**src/rtl/fetch_queue.sv**
```systemverilog
// Instruction buffer between fetch and decode: a circular FIFO of {pc, instr}
// pairs with wrap-bit pointers and a flush that discards everything buffered.
module fetch_queue #(
   parameter int DEPTH   = 4,
   parameter int PC_W    = 64,
   parameter int INSTR_W = 32
) (
   input  logic                       clk,
   input  logic                       rst,
   input  logic                       flush,
   input  logic                       enq_valid,
   output logic                       enq_ready,
   input  logic [PC_W-1:0]            enq_pc,
   input  logic [INSTR_W-1:0]         enq_instr,
   output logic                       deq_valid,
   input  logic                       deq_ready,
   output logic [PC_W-1:0]            deq_pc,
   output logic [INSTR_W-1:0]         deq_instr,
   output logic [$clog2(DEPTH):0]     count,
   output logic                       full,
   output logic                       empty
);

   localparam int AW = $clog2(DEPTH);
   localparam int PW = AW + 1;
   localparam logic [PW-1:0] PTR_ONE = PW'(1);

   logic [PW-1:0]      wr_ptr_r;
   logic [PW-1:0]      rd_ptr_r;
   logic [PC_W-1:0]    pc_mem_r    [DEPTH];
   logic [INSTR_W-1:0] instr_mem_r [DEPTH];

   logic empty_s;
   logic full_s;
   logic enq_fire_s;
   logic deq_fire_s;

   assign empty_s = (wr_ptr_r == rd_ptr_r);
   assign full_s  = (wr_ptr_r[AW-1:0] == rd_ptr_r[AW-1:0]) &&
                    (wr_ptr_r[AW] != rd_ptr_r[AW]);

   // Flush suppresses both handshakes; the head consumed in that cycle is not retired.
   assign enq_fire_s = enq_valid && !full_s && !flush;
   assign deq_fire_s = deq_ready && !empty_s && !flush;

   // Pointer registers: flush collapses the read pointer onto the write pointer.
   always_ff @(posedge clk or posedge rst) begin
      if (rst) begin
         wr_ptr_r <= '0;
         rd_ptr_r <= '0;
      end else if (flush) begin
         rd_ptr_r <= wr_ptr_r;
      end else begin
         if (enq_fire_s) begin
            wr_ptr_r <= wr_ptr_r + PTR_ONE;
         end
         if (deq_fire_s) begin
            rd_ptr_r <= rd_ptr_r + PTR_ONE;
         end
      end
   end

   // Entry storage: written on an accepted enqueue, never reset.
   always_ff @(posedge clk) begin
      if (enq_fire_s) begin
         pc_mem_r[wr_ptr_r[AW-1:0]]    <= enq_pc;
         instr_mem_r[wr_ptr_r[AW-1:0]] <= enq_instr;
      end
   end

   // Head presentation: zeroed when empty so stale storage never leaks out.
   always_comb begin
      deq_pc    = '0;
      deq_instr = '0;
      if (!empty_s) begin
         deq_pc    = pc_mem_r[rd_ptr_r[AW-1:0]];
         deq_instr = instr_mem_r[rd_ptr_r[AW-1:0]];
      end else begin
         deq_pc    = '0;
         deq_instr = '0;
      end
   end

   assign count     = wr_ptr_r - rd_ptr_r;
   assign full      = full_s;
   assign empty     = empty_s;
   assign enq_ready = !full_s;
   assign deq_valid = !empty_s;

endmodule

```
**config.mk**
```make
export PLATFORM = sky130hd
export DESIGN_NAME = fetch_queue
export DESIGN_NICKNAME = d
export VERILOG_FILES = /design/src/rtl/fetch_queue.sv
export SDC_FILE = /design/constraint.sdc
export NUM_CORES = 1
export LEC_CHECK = 0
export CELL_PAD_IN_SITES_DETAIL_PLACEMENT = 0
export CELL_PAD_IN_SITES_GLOBAL_PLACEMENT = 1
export CORE_MARGIN = 1.5
export CORE_UTILIZATION = 51
export CTS_CLUSTER_DIAMETER = 50
export DETAILED_ROUTE_END_ITERATION = 8
export PLACE_DENSITY = 0.9
export RECOVER_POWER = 25
export SLEW_MARGIN = 40
export SYNTH_ARGS = -nofsm -noshare
export SYNTH_HDL_FRONTEND = slang
export SYNTH_SLANG_ARGS = --single-unit
```
**constraint.sdc**
```tcl
create_clock -name clk -period 23.8 [get_ports clk]
set_input_delay 3.57 -clock clk [delete_from_list [all_inputs] [get_ports clk]]
set_output_delay 3.57 -clock clk [all_outputs]
set_load 0.01 [all_outputs]
```
==> results.txt <==
----------------------------------------------------
[Finish]
  Post-route core utilization ... 64.6%
  Post-layout nets ... 996
  Layout cell share with drive strength beyond 1 ... 17.6%
  Combined area of the multi-input logic cells ... 0.00314 mm²
  Area overhead of the layout relative to synthesis ... 24.2%
  Storage cell area ... 0.0117 mm²
  Fillers ... 1909

[Drt]
  Final routed wire length divided by cell count ... 21.7 µm
  DRT iter0 DRCs ... 683
  Vias per cell ... 5.47
  DRT antenna net count ... 0
  Count of TritonRoute iterations in the first routing pass ... 5
  Via Count ... 7113
  Residual DRC ... 0
  Wire length after detailed routing ... 28200 µm

[Status]
  Status ... complete, no violations

[Clocking]
  Hold buffers post-CTS ... 0
  Insertion delay to the later sink of the worst-skew pair ... 0.51 ns
  Total CTS buffers ... 39
  Clock root cell ... sky130_fd_sc_hd__clkbuf_16
  Number of gates resized after cts ... 0
  Deepest clock path buffer count ... 3
  CTS tree ... done
  Clock input transition at the sequential cells of the worst setup and hold paths ... 0.06 ns
  Count of buffers added by post-CTS timing repair for setup ... 0
  Number of levels in the clock H-tree ... 2
  CTS sink cnt ... 390

[GRT]
  Wire length of the first global-routing pass ... 43800 µm
  Grt total ovfl ... 0
  Number of antenna violations at the first check in global routing ... 5
  All-layer global routing usage ... 19.0%
  Vias in the first global route ... 7638
  Largest net degree at the start of global routing ... 100

[Yosys]
  Post-synth top cells ... 384 x sky130_fd_sc_hd__edfxtp_1, 100 x sky130_fd_sc_hd__and2_1, 96 x sky130_fd_sc_hd__mux4_2
  Synthesized Nets ... 777
  Count leader, synth ... sky130_fd_sc_hd__edfxtp_1
  Synthesis Warnings ... 0
  Seq cells post-synth ... 390
  Fraction of the mapped netlist area in compound gates ... 0.501%
  Number of enable flip-flop cells after synthesis ... 384
  Yosys top cell area share ... 76.9%
  Sequential element share of the synthesized area ... 77.9%
  Simple-gate area share of the yosys netlist ... 4.63%
  Async set or reset register ratio after synthesis ... 1.54%
  Fraction of synthesized cell area in xor and xnor cells ... 0.342%
  Adder-cell share of the synthesized area ... 0.717%
  Instance count of the mapped netlist ... 668
  Number of unique standard cell types used by synthesis ... 31
  Avg Inst Size Synth ... 22.5 µm²
  Post-synth top flop ... sky130_fd_sc_hd__edfxtp_1
  Share of cell area taken by muxes after synthesis ... 14.5%
  Combinational family with the most area after synthesis ... multiplexers
  Dominant cell type by area after synthesis ... sky130_fd_sc_hd__edfxtp_1
  Synth area leaders ... sky130_fd_sc_hd__edfxtp_1 77%, sky130_fd_sc_hd__mux4_2 14%, sky130_fd_sc_hd__and2_1 4.2%, sky130_fd_sc_hd__dfrtp_1 1.0%, sky130_fd_sc_hd__ha_1 0.58%
  Syn Std Cell Area ... 0.0150 mm²

[Min path]
  Hold Path Class ... register to register
  Worst hold path startpoint ... wr_ptr_r[2]
  Hold Path Cell Cnt ... 1
  Worst min-delay path endpoint ... wr_ptr_r[2]

[Power]
  Reported leakage power ... 6.01 nW
  Worst ir drop on vdd ... 0.0859 mV
  Switching power ... 0.695 mW
  Part of the total power dissipated in sequential elements ... 37.4%
  Power density over cell area ... 129 mW/mm²
  Clock share of power ... 23.5%
  Part of the power in combinational logic ... 39.2%
  Internal power ... 1.71 mW
  Switching power as a share of total power ... 28.9%

[STA]
  RSZ-0062 raised after global routing ... no
  Count of final hold-check violations ... 0
  Headroom to the max-slew limit ... 46.0%
  Total Neg Setup Slack ... 0 ns
  Shortest clock period the worst path allows after layout ... 7.00 ns
  Final worst clock skew ... 0.0192 ns
  Maximum operating frequency ... 143 MHz
  Finish-stage setup viols ... 0
  Number of slew-limit violations in the final report ... 0
  Slew at the pin closest to its max-slew limit ... 0.810 ns
  Crit share post-route ... 29.4%

[Place]
  Total half-perimeter wirelength after legalization and detailed placement ... 16200 µm
  Last weighted congestion value of the routability-driven placer ... 0.686
  Number of input and output port buffers inserted ... 203

[Critical path]
  Worst r2r src ... rd_ptr_r[1]
  Startpoint type of the worst setup path ... register
  Kind of end point of the critical path ... output port
  CP Max Fanout ... 99
  Worst reg-to-reg setup slack ... 19.95 ns
  Reg-to-reg critical path endpoint ... pc_mem_r[1][61]
  Length in cells of the worst reg-to-reg path ... 6
  Critical setup path kind ... register to output port
  Req. time, crit path ... 20.23 ns
  Arrival @ worst endpoint ... 3.43 ns

[Floorplan]
  Count of standard-cell rows ... 62
  Placeable core region ... 0.0289 mm²
  DIE AREA ... 0.0304 mm²
  Horizontal extent of the die ... 174 µm
  Initial core utilization ... 52.0%
  Die Ht ... 174 µm
  I/O Pins ... 204

[Flow run]
  Number of max-cap violations ... 0

----------------------------------------------------
[layout by cell type (no fill, tap or decap), types with 6 or more instances in the layout]
cell and n:
sky130_fd_sc_hd__and2_1 97, sky130_fd_sc_hd__buf_4 6, sky130_fd_sc_hd__clkbuf_1 16, sky130_fd_sc_hd__clkbuf_16 41, sky130_fd_sc_hd__clkdlybuf4s50_1 147, sky130_fd_sc_hd__dlygate4sd3_1 56, sky130_fd_sc_hd__edfxtp_1 384, sky130_fd_sc_hd__ha_1 7
sky130_fd_sc_hd__inv_1 11, sky130_fd_sc_hd__mux4_2 96
[metal layers]
layer / share of wire [%] / vias up / track usage (%)
li1: - / 3161 / -
met1: 41 / 3652 / 25.5
met2: 50 / 248 / 31.3
met3: 7.2 / 46 / 5.16
met4: 1.5 / 6 / 4.49
met5: 0.14 / - / 0
[critical path, cell delays in order (launching register included)]
cell                              delay, ns
sky130_fd_sc_hd__dfrtp_4               0.81
sky130_fd_sc_hd__inv_1                 0.14
sky130_fd_sc_hd__ha_1                  0.34
sky130_fd_sc_hd__and2_1                0.37
sky130_fd_sc_hd__nand2_8               0.37
sky130_fd_sc_hd__and2_1                0.29
sky130_fd_sc_hd__clkdlybuf4s50_1       0.53
[power groups by stage]
stage	clock, mW	combinational, mW	sequential [mW]
CTS	0.577	0.963	0.900
finish	0.564	0.941	0.898
floorplan	0	0.531	0.887
global placement	0	0.945	0.908
detailed placement	0	0.952	0.914
global route	0.604	1.01	0.908
[per-stage QoR]
stage | hold WS [ns] | instances | worst slack, ns | total power, mW | instance area, µm²
floorplan | 0.544 | 668 | 12.22 | 1.42 | 15000
global placement | 0.578 | 1230 | 17.07 | 1.85 | 17400
detailed placement | 0.584 | 1230 | 17.04 | 1.87 | 17400
CTS | 0.594 | 1297 | 16.70 | 2.44 | 18600
global route | 0.637 | 1297 | 16.58 | 2.52 | 18600
finish | 0.601 | 1300 | 16.80 | 2.40 | 18600
[worst max path at each step]
stage	slack (ns)	start	cells after the start	end
after floorplan	12.22	flush	2	instr_mem_r[3][0]
after global placement	17.07	flush	5	instr_mem_r[0][22]
after detailed placement	17.04	flush	5	instr_mem_r[1][22]
after CTS	16.70	rd_ptr_r[0]	4	deq_pc[33]
after global routing	16.58	rd_ptr_r[1]	6	deq_pc[4]
final	16.80	rd_ptr_r[1]	6	deq_pc[4]
[logic make-up (layout without fill, tap and decap cells)]
family	count (synthesis)	in the layout
multiplexers	97	97
flip-flops	390	390
AND/OR/NAND/NOR	114	114
other	0	3
buffers and inverters	44	289
adder cells (fa/ha/maj)	8	8
XOR/XNOR	5	5
AO/OA/AOI/OAI	10	10
[layout make-up]
class / count / share of cell area, %
well taps: 384 / 2.58
repair buffers: 211 / 11.3
inverters: 11 / 0.222
clock inverters: 9 / 0.410
clock buffers: 58 / 5.90
multi-input cells: 234 / 16.8
flip-flops and latches: 390 / 62.7
diodes: 3 / 0.0403
[state kept, by name, indices dropped and copies added (netlist names)]
| signal | cells |
|---|---|
| wr_ptr_r | 3 |
| rd_ptr_r | 3 |
| instr_mem_r | 128 |
| pc_mem_r | 256 |
No activity file was read; power rests on OpenSTA's default activity.
